File: src/rtl/truth_table_scanner.sv
// Exhaustive 4-input stimulus sequencer with settle delay, truth-table
// capture and comparison against an expected minterm mask.
module truth_table_scanner #(
   parameter int unsigned SETTLE = 2
) (
   input  logic        clk,
   input  logic        rst_n,
   input  logic        start,
   input  logic [15:0] expected,
   input  logic        f,
   output logic        A,
   output logic        B,
   output logic        C,
   output logic        D,
   output logic        busy,
   output logic        done,
   output logic        pass,
   output logic [15:0] captured,
   output logic [4:0]  mismatch_cnt,
   output logic [3:0]  first_fail
);

   typedef enum logic [1:0] {
      S_IDLE,
      S_RUN,
      S_DONE
   } state_t;

   localparam logic [3:0] LP_SETTLE = 4'(SETTLE);

   state_t      r_state, w_state_nxt;
   logic [3:0]  r_idx, w_idx_nxt;
   logic [3:0]  r_settle, w_settle_nxt;
   logic [15:0] r_exp, w_exp_nxt;
   logic [15:0] r_cap, w_cap_nxt;
   logic [4:0]  r_mcnt, w_mcnt_nxt;
   logic [3:0]  r_ff, w_ff_nxt;
   logic        r_busy, w_busy_nxt;
   logic        r_done, w_done_nxt;
   logic        w_sample;
   logic        w_miss;

   always_ff @(posedge clk or negedge rst_n) begin
      if (!rst_n) begin
         r_state  <= S_IDLE;
         r_idx    <= '0;
         r_settle <= '0;
         r_exp    <= '0;
         r_cap    <= '0;
         r_mcnt   <= '0;
         r_ff     <= '0;
         r_busy   <= 1'b0;
         r_done   <= 1'b0;
      end else begin
         r_state  <= w_state_nxt;
         r_idx    <= w_idx_nxt;
         r_settle <= w_settle_nxt;
         r_exp    <= w_exp_nxt;
         r_cap    <= w_cap_nxt;
         r_mcnt   <= w_mcnt_nxt;
         r_ff     <= w_ff_nxt;
         r_busy   <= w_busy_nxt;
         r_done   <= w_done_nxt;
      end
   end

   assign w_sample = (r_settle == LP_SETTLE);
   assign w_miss   = (f != r_exp[r_idx]);

   always_comb begin
      w_state_nxt  = r_state;
      w_idx_nxt    = r_idx;
      w_settle_nxt = r_settle;
      w_exp_nxt    = r_exp;
      w_cap_nxt    = r_cap;
      w_mcnt_nxt   = r_mcnt;
      w_ff_nxt     = r_ff;
      w_busy_nxt   = r_busy;
      w_done_nxt   = r_done;
      unique case (r_state)
         S_IDLE, S_DONE: begin
            if (start) begin
               w_state_nxt  = S_RUN;
               w_idx_nxt    = '0;
               w_settle_nxt = '0;
               w_exp_nxt    = expected;
               w_cap_nxt    = '0;
               w_mcnt_nxt   = '0;
               w_ff_nxt     = '0;
               w_busy_nxt   = 1'b1;
               w_done_nxt   = 1'b0;
            end
         end
         S_RUN: begin
            if (!w_sample) begin
               w_settle_nxt = r_settle + 4'd1;
            end else begin
               w_cap_nxt[r_idx] = f;
               if (w_miss) begin
                  w_mcnt_nxt = r_mcnt + 5'd1;
                  if (r_mcnt == 5'd0) w_ff_nxt = r_idx;
               end
               // Index doubles as the applied vector, so it parks at 0 in DONE
               if (r_idx == 4'd15) begin
                  w_state_nxt = S_DONE;
                  w_idx_nxt   = '0;
                  w_busy_nxt  = 1'b0;
                  w_done_nxt  = 1'b1;
               end else begin
                  w_idx_nxt    = r_idx + 4'd1;
                  w_settle_nxt = '0;
               end
            end
         end
         default: begin
            w_state_nxt = S_IDLE;
         end
      endcase
   end

   assign {A, B, C, D}  = r_idx;
   assign busy          = r_busy;
   assign done          = r_done;
   assign pass          = r_done & (r_mcnt == 5'd0);
   assign captured      = r_cap;
   assign mismatch_cnt  = r_mcnt;
   assign first_fail    = r_ff;

endmodule

File: config.mk
export PLATFORM = sky130hd
export DESIGN_NAME = truth_table_scanner
export DESIGN_NICKNAME = d
export VERILOG_FILES = /design/src/rtl/truth_table_scanner.sv
export SDC_FILE = /design/constraint.sdc
export NUM_CORES = 1
export LEC_CHECK = 0
export ABC_AREA = 1
export CORE_MARGIN = 3
export CORE_UTILIZATION = 51
export DETAILED_ROUTE_END_ITERATION = 10
export GPL_ROUTABILITY_DRIVEN = 0
export PLACE_DENSITY = 0.85
export SYNTH_ARGS = -nofsm -noshare
export SYNTH_HDL_FRONTEND = slang
export SYNTH_SLANG_ARGS = --single-unit
File: constraint.sdc
create_clock -name clk -period 2.2 [get_ports clk]
set_input_delay 0.44 -clock clk [delete_from_list [all_inputs] [get_ports clk]]
set_output_delay 0.44 -clock clk [all_outputs]
set_load 0.01 [all_outputs]
==> results.sh <==
export IMPL_cp_max_fo=11
export IMPL_grt_remaining_overflow=0
export IMPL_critPathRequiredTime_ps=1760
export IMPL_worst_slack_ps=238
export IMPL_antenna_found_initial=0
export IMPL_syn_nets=346
export IMPL_p_int_uw=2550
export IMPL_cts_tree="built"
export IMPL_rows=25
export IMPL_vias=2325
export IMPL_remaining_drc_errors=0
export IMPL_path_clk_slew_ps=100
export IMPL_setup_viol=0
export IMPL_filler_cell_count=386
export IMPL_worstPathArrival_ps=1520
export IMPL_place_inst=431
export IMPL_syn_area_per_cell_um2=8.28
export IMPL_status="finished, final reports clean"
export IMPL_met3WireLength_um=321
export IMPL_p_sw_uw=1560
export IMPL_cp_slowest_cell="clkdlybuf4s50_1"
export IMPL_io_buffers=51
export IMPL_post_route_util_pct=69.2
export IMPL_switching_share_pct=37.9
export IMPL_final_max_slew_viol_count=0
export IMPL_syn_to_final_growth_pct=27.4
export IMPL_crit_chain="clkdlybuf4s50_1"
export IMPL_power_leakage_uw=0.00163
export IMPL_clock_sinks=53
export IMPL_synth_top_area_share_pct=50.4
export IMPL_layout_min_cycle_time_ps=1960
export IMPL_pin_count=52
export IMPL_wl_mm=5.99
export IMPL_fp_dieW_um=77.9
export IMPL_combPwrFrac_pct=44.9
export IMPL_hpwl_mm=4.31
export IMPL_yosys_register_bits=53
export IMPL_yosysSeqAreaShare_pct=50.4
export IMPL_first_pass_iters=4
export IMPL_start_kind="flop"
export IMPL_grt_pass1_vias=2300
export IMPL_rsz0062_at_grt="no"
export IMPL_ys_top_cells_by_count="77 x nand2_1, 53 x dfrtp_1, 48 x inv_1"
export IMPL_antenna_left=0
export IMPL_yosys_cell_count_top_type="nand2_1"
export IMPL_insertion_delay_ps=320
export IMPL_wl_met1_mm=2.50
export IMPL_drive_above_1_share_pct=8.04
export IMPL_synth_async_reset_ratio_pct=100
export IMPL_diodes=0
export IMPL_ctsLongestPathBuffers=2
export IMPL_wl_per_cell_um=13.6
export IMPL_setup_tns_ps=0
export IMPL_grt_pass1_wl_mm=10.2
export IMPL_synth_area_um2=2630
export IMPL_start_util_pct=54.3
export IMPL_hold_viol=0
export IMPL_ir_drop_v=0.000662
export IMPL_yosys_warnings=0
export IMPL_synth_top_cell_by_area="dfrtp_1"
export IMPL_synth_ff_type="dfrtp_1"
export IMPL_cts_buffers=5
export IMPL_max_cap_violations=0
export IMPL_fmax_ghz=0.510
export IMPL_powerDensity_nw_per_um2=1230
export IMPL_synthCells=318
export IMPL_worstMarginPinSlew_ps=601
export IMPL_final_cells=440
export IMPL_met2_length_mm=3.08
export IMPL_seq_power_share_pct=38.1
export IMPL_die_area_um2=6060
export IMPL_p_clk_share_pct=17.0
export IMPL_synth_top_cells_by_area="dfrtp_1 50%, nand2_1 11%, inv_1 6.8%, o21ai_0 4.8%, a221oi_1 4.0%"
export IMPL_fin_nets=400
export IMPL_htree_levels=2
export IMPL_routed_top_layer="met4"
export IMPL_finalCritPeriodShare_pct=89.2
export IMPL_slew_headroom_pct=59.9
export IMPL_synth_cell_type_count=28
export IMPL_core_um2=4850
export IMPL_place_ws_ps=119
export IMPL_worst_setup_path_type="reg2out"
export IMPL_drt_iter0_drc=136
export IMPL_clock_skew_ps=10.4
export IMPL_die_h_um=77.9
export IMPL_grt_start_max_net_pins=45
export IMPL_grtUsageTotal_pct=20.9
export IMPL_hold_buffers=0
export IMPL_endpoint_kind="output port"
export IMPL_viasPerCell=5.28
export IMPL_cp_top_family="buffers and inverters"
export IMPL_synth_edff_count=0
export IMPL_slowest_delay_ps=620
export IMPL_crit_buf_inv=1
export IMPL_ctsRootBufferMaster="clkbuf_8"
export IMPL_hold_class="in2async"
flip-flops by register name (all words and copies together) (netlist names):
register / flops
captured: 16
first_fail: 4
r_exp: 16
r_settle: 4
done: 1
mismatch_cnt: 5
r_idx: 4
busy: 1
r_state: 2
worst paths after layout:
| check | start | to | slack [ps] | cells past startpoint |
|---|---|---|---|---|
| setup / recovery | r_idx[2] | B | 240 | 1 |
| hold / removal | rst_n | captured[3] | 120 | 1 |
| setup reg to reg | r_idx[0] | mismatch_cnt[1] | 290 | 11 |
| hold reg to reg | r_settle[2] | r_settle[2] | 480 | 1 |
| max in group asynchronous | rst_n | r_exp[2] | 1520 | 2 |
| min in group clk | r_settle[2] | r_settle[2] | 480 | 1 |
kinds of logic after synthesis:
family / after synthesis / synth area share (%)
and+or+nand+nor: 130 / 21.3
buffers and inverters: 65 / 10.0
AOI/OAI and AO/OA: 58 / 13.2
DFF: 53 / 50.4
adders and majority gates: 8 / 3.80
xor gates and xnor gates: 4 / 1.33
what timing repair did:
action | in CTS | in global routing
pin swaps | 0 | 0
buffers inserted | 1 | 0
endpoints found under the hold margin | 0 | 0
setup endpoints to repair | 1 | 2
gates resized for setup | 0 | 2
stage by stage:
stage	cell area, µm²	total power [µW]	hold WS (ps)
CTS	3350	4110	141
finish	3360	4110	118
global placement	3220	3340	455
global route	3360	4420	147
detailed placement	3220	3400	459
floorplan	2630	2610	144
power by group through the flow:
| stage | sequential [µW] | combinational, µW | clock (µW) |
|---|---|---|---|
| after floorplan | 1640 | 969 | 0 |
| after global placement | 1570 | 1760 | 0 |
| after detailed placement | 1590 | 1820 | 0 |
| after CTS | 1570 | 1850 | 698 |
| after global routing | 1610 | 2070 | 730 |
| final | 1570 | 1840 | 699 |
layout make-up:
type                    count  area (µm²)  area share (%)
multi-input cells         200        1050            31.2
clock inverters             2        37.5            1.12
clock buffers               6        82.6            2.46
repair buffers             59         581            17.3
inverters                  53         199            5.93
flip-flops and latches     53        1330            39.5
well taps                  67        83.8            2.50
per-layer routing:
layer	global-route usage [%]	vias up
met5	0	-
met4	6.41	0
met3	4.87	13
met2	37.5	79
met1	24.7	1101
li1	-	1132
placed cells by master, fill, tap and decap left out, types with 2 or more instances in the layout:
master           Yosys  final
a21oi_1             11     11
a221oi_1            12     12
buf_4                3      7
clkbuf_8             0      6
clkdlybuf4s50_1      0     49
dfrtp_1             53     53
ha_1                 8      8
inv_1               48     48
inv_2                5      5
nand2_1             77     77
nand2_2              2      2
nand3_1             20     20
nand4_1              6      6
nor2_1              17     16
nor2_2               1      2
nor2_4               2      2
nor3_1               4      4
o21ai_0             25     25
o21ai_1              5      5
xor2_1               4      4
Note: power is estimated with default switching activity, not from simulation.
==> patch 1, RTL diff (same settings) <==
Take the reset off `r_ff` and load it in a clocked block of its own.
--- a/src/rtl/truth_table_scanner.sv
+++ b/src/rtl/truth_table_scanner.sv
@@ -50,3 +50,2 @@
          r_mcnt   <= '0;
-         r_ff     <= '0;
          r_busy   <= 1'b0;
@@ -60,3 +59,2 @@
          r_mcnt   <= w_mcnt_nxt;
-         r_ff     <= w_ff_nxt;
          r_busy   <= w_busy_nxt;
@@ -64,2 +62,6 @@
       end
+   end
+
+   always_ff @(posedge clk) begin
+      r_ff <= w_ff_nxt;
    end
Behaviour: differs if rst_n is asserted again (counterexample within 10 cycles, from zero or initial values and one cycle with rst_n low); with rst_n held inactive, the same outputs for 10 cycles.
==> patch 1 against the unedited design <==
- sequential share of layout area grew 0.54 points
- sequential cell count is the same
- final area grew 0.15%
- highest routed layer unchanged
- wire length shrank 1.9%
- critical path type unchanged
- area after synthesis grew 1.2%
- via count shrank 3.4%
- power grew 6.5%
- worst setup slack lost 0.13 ns
- combinational power grew 16%
==> patch 1: results (changes against the unedited design) <==
Power and ir drop
  • PwrDens: 1300 nW/um^2 (+6.3%)
  • Leak: 1.57 nW (-3.7%)
  • Comb pwr: 2.13 mW (+16%)
  • Tot Pwr: 4.38 mW (+6.5%)
  • Sw frac: 0.404 (+0.0243)
  • Peak VDD IR: 0.000594 V (-10%)

Timing
  • Worst-Margin Slew: 0.569 ns (-0.0317 ns)
  • Clk_skew: 0.00829 ns (-0.00212 ns)

Layout
  • Nonclk buf count: 58 (-1.7%)
  • Clock buffer cells: 7 (+1)
  • Final std cells w/o fill: 431 (-2.0%)
  • Multi-input gate count: 202 (+1.0%)
  • Inverters excl. clock: 43 (-19%)
  • Clock network area share: 0.0302 (-0.00564)
  • Number of fill cells: 407 (+5.4%)
  • Final net count: 391 (-2.3%)
  • Register cell area after layout: 1350 sq um (+1.5%)

Status
  • Status: complete, no violations

Route
  • 1st-iter DRT viols: 213 (+57%)
  • DR pass1 iterations: 5 (+1)
  • Via count: 2247 (-3.4%)
  • Routed wl met3: 322 microns (+0.31%)
  • Routed wire length: 5.88 mm (-1.9%)
  • WL met2: 2.83 mm (-8.3%)
  • M1 WL: 2.65 mm (+6.3%)

GRT
  • M1 GR Usage: 0.259 (+0.0119)
  • First-pass GRT wire length: 9.61 mm (-5.7%)
  • Via count of the first global-routing pass: 2077 (-9.7%)
  • Met2 Use GR: 0.326 (-0.0488)
  • GRT met3 Usage: 0.0516 (+0.00288)
  • Largest net degree at the start of global routing: 34 (-24%)

Yosys
  • Top cells by instance count after synthesis: nand2_1, dfrtp_1, inv_1, nor2_1, o21ai_0
  • Synth top area cells: dfrtp_1, nand2_1, inv_1
  • EDFF count, synth: 4 (+4)
  • Syn_nets: 335 (-3.2%)
  • Distinct cells, synth: 26 (-7.1%)

Clocking
  • # Post-CTS Setup Buffers: 0 (-1)
  • Post-CTS sizing: 1 (+1)

Place
  • Final HPWL DP: 4.36 mm (+1.2%)
  • Post-Place Setup Slack: 0.210 ns (+0.0911 ns)
  • Placed instance count: 423 (-1.9%)
  • Dpl cell area: 3250 sq um (+0.97%)

Critical path
  • R2r setup slk: 0.19 ns (-0.10 ns)
  • Family with the most delay on the worst path: flip-flops
  • Worst path max stage delay: 0.48 ns (-0.14 ns)
  • Crit Path Max Fanout: 6 (-5)
  • Reg-to-Reg End: first_fail[3]
  • Cell at the slowest stage of the critical path: dfrtp_1
  • CP arrival: 1.65 ns (+0.13 ns)

Min path
  • Hold Crit Class: in -> async
patch 1: cell count changes after synthesis, moves of 5 or more:
| cell | delta |
|---|---|
| inv_1 | -9 |
| a221oi_1 | -12 |
| nand2_1 | -7 |
| o221a_2 | +12 |
| nor2_1 | +17 |
| nand2_2 | +8 |
| a21oi_1 | -5 |
| o21ai_1 | -5 |
patch 1: cell families (layout without fill, tap and decap cells):
group / after synthesis / in the layout / synth area share
compound gates: 47 / 47 / 0.122
simple gates: 143 / 143 / 0.235
buf+inv: 52 / 109 / 0.0873
flops: 53 / 53 / 0.505
fa+ha+maj: 8 / 8 / 0.0375
xor+xnor: 4 / 4 / 0.0131
patch 1: how the worst max path moves through the flow:
stage	start	to	slack, ns	cells after the start
floorplan	r_idx[0]	first_fail[0]	0.35	11
global placement	f	first_fail[2]	0.24	6
detailed placement	start	captured[0]	0.21	5
CTS	r_idx[0]	D	0.14	1
global route	mismatch_cnt[0]	pass	-0.05	6
finish	mismatch_cnt[2]	pass	0.11	4
==> patch 2, RTL diff (config.mk and constraints unchanged) <==
Without the edit above. The 3 states of `state_t` get a one-hot encoding in 3 bits.
--- a/src/rtl/truth_table_scanner.sv
+++ b/src/rtl/truth_table_scanner.sv
@@ -22,6 +22,6 @@
 
-   typedef enum logic [1:0] {
-      S_IDLE,
-      S_RUN,
-      S_DONE
+   typedef enum logic [2:0] {
+      S_IDLE = 3'b001,
+      S_RUN  = 3'b010,
+      S_DONE = 3'b100
    } state_t;
Formal check against the unedited RTL: same outputs for any inputs over 10 cycles, from zero or initial values and one cycle with rst_n low; not proved beyond that.
==> patch 2 against the unedited design <==
- hold slack gained 0.021 ns
- area after synthesis rose by 1.4%
- first-iteration DRC count increased by 6.6%
- sequential cell count rose by 1
- clock power decreased by 4.9%
- worst setup slack lost 0.019 ns
- count of clock-buffer cells in the layout unchanged
- final area grew 1.0%
- power down 13%
- wire length rose by 0.32%
- critical endpoint is now captured[4]
- highest routed layer unchanged
==> patch 2: results (changes against the unedited design) <==
Yosys
  • Distinct cells, synth: 26 (-7.1%)
  • Synth top area cells: dfrtp_1, nand2_1, inv_1
  • Syn_nets: 354 (+2.3%)
  • Syn avg cell area: 8.19 sq um (-1.1%)

Route
  • Vias per cell: 5.15 (-2.5%)
  • 1st-iter DRT viols: 145 (+6.6%)
  • DR pass1 iterations: 5 (+1)

Clocking
  • Worst-skew pair later-pin latency: 0.30 ns (-0.02 ns)
  • # Post-CTS Setup Buffers: 0 (-1)

Layout
  • Layout cells sized above 1: 0.0731 (-0.00732)
  • Final net count: 411 (+2.8%)
  • Final std cells w/o fill: 450 (+2.3%)

Place
  • Placed instance count: 443 (+2.8%)
  • Dpl cell area: 3280 sq um (+1.7%)
  • Final HPWL DP: 4.44 mm (+2.9%)

Status
  • Status: complete, no violations

Critical path
  • R2r setup slk: 0.22 ns (-0.07 ns)
  • Reg2Reg Depth: 9 (-2)
  • Cell at the slowest stage of the critical path: dfstp_2
  • Worst path max stage delay: 0.56 ns (-0.06 ns)
  • Crit Reg-Reg Startpoint: r_state[0]
  • CP endpoint: captured[4]
  • Crit Path Max Fanout: 10 (-1)

GRT
  • Total track usage: 0.216 (+0.00705)
  • Largest net degree at the start of global routing: 36 (-20%)

Power and ir drop
  • Leak: 1.60 nW (-1.4%)

Timing
  • Worst-Margin Slew: 0.615 ns (+0.0145 ns)
  • Clk_skew: 0.00848 ns (-0.00192 ns)
==> patch 2: area by class of cell <==
| class | instances | area [sq um] |
|---|---|---|
| well taps | 67 | 83.8 |
| inverters | 49 | 184 |
| fillers | 404 | 1490 |
| clock inverters | 1 | 30.0 |
| flip-flops and latches | 54 | 1350 |
| multi-input cells | 215 | 1090 |
| clock buffers | 6 | 82.6 |
| repair buffers | 58 | 569 |
==> patch 2: routing by layer <==
layer | vias up | part of all wire | GRT usage
met1 | 1096 | 0.47 | 0.280
met2 | 60 | 0.47 | 0.365
li1 | 1157 | - | -
met4 | 0 | 0.013 | 0.0839
met5 | - | 0 | 0
met3 | 6 | 0.049 | 0.0356
==> patch 2: worst min path at each step <==
stage	start	endpoint	slack (ns)	cells after the start
global placement	rst_n	r_exp[6]	0.48	1
CTS	rst_n	r_exp[6]	0.16	1
detailed placement	r_state[0]	r_state[0]	0.48	2
floorplan	rst_n	busy	0.14	0
global route	rst_n	r_exp[6]	0.18	1
finish	rst_n	r_exp[6]	0.14	1
==> patch 2: logic make-up (layout without fill, tap and decap cells) <==
group / Yosys count / after routing / share of synthesized area
fa+ha+maj: 8 / 8 / 0.0375
buf+inv: 57 / 114 / 0.0858
compound gates: 58 / 58 / 0.115
xor+xnor: 5 / 5 / 0.0164
simple gates: 144 / 144 / 0.239
flops: 54 / 54 / 0.507
==> patch 2: critical path, delay by kind of cell, from the launching register on <==
family,cells,cell delay (ns)
AO/OA/AOI/OAI,2,0.29
AND/OR/NAND/NOR,5,0.79
flip-flops,1,0.56
buffers and inverters,2,0.23
==> patch 2: power by group <==
group / switching (mW) / internal [mW] / total, mW
clock network: 0.300 / 0.364 / 0.665
logic: 1.02 / 0.537 / 1.56
registers: 0.122 / 1.25 / 1.38
total: 1.44 / 2.15 / 3.60
==> patch 2: what timing repair did <==
| action | CTS | global route |
|---|---|---|
| resized for setup | 1 | 0 |
| endpoints found under the setup margin | 1 | 0 |
| endpoints found under the hold margin | 0 | 0 |
==> patch 2: through the flow <==
stage | util | total power, mW
floorplan | - | 2.49
global placement | 0.672 | 2.90
detailed placement | 0.672 | 2.95
CTS | 0.695 | 3.62
global route | 0.695 | 3.92
finish | 0.695 | 3.60
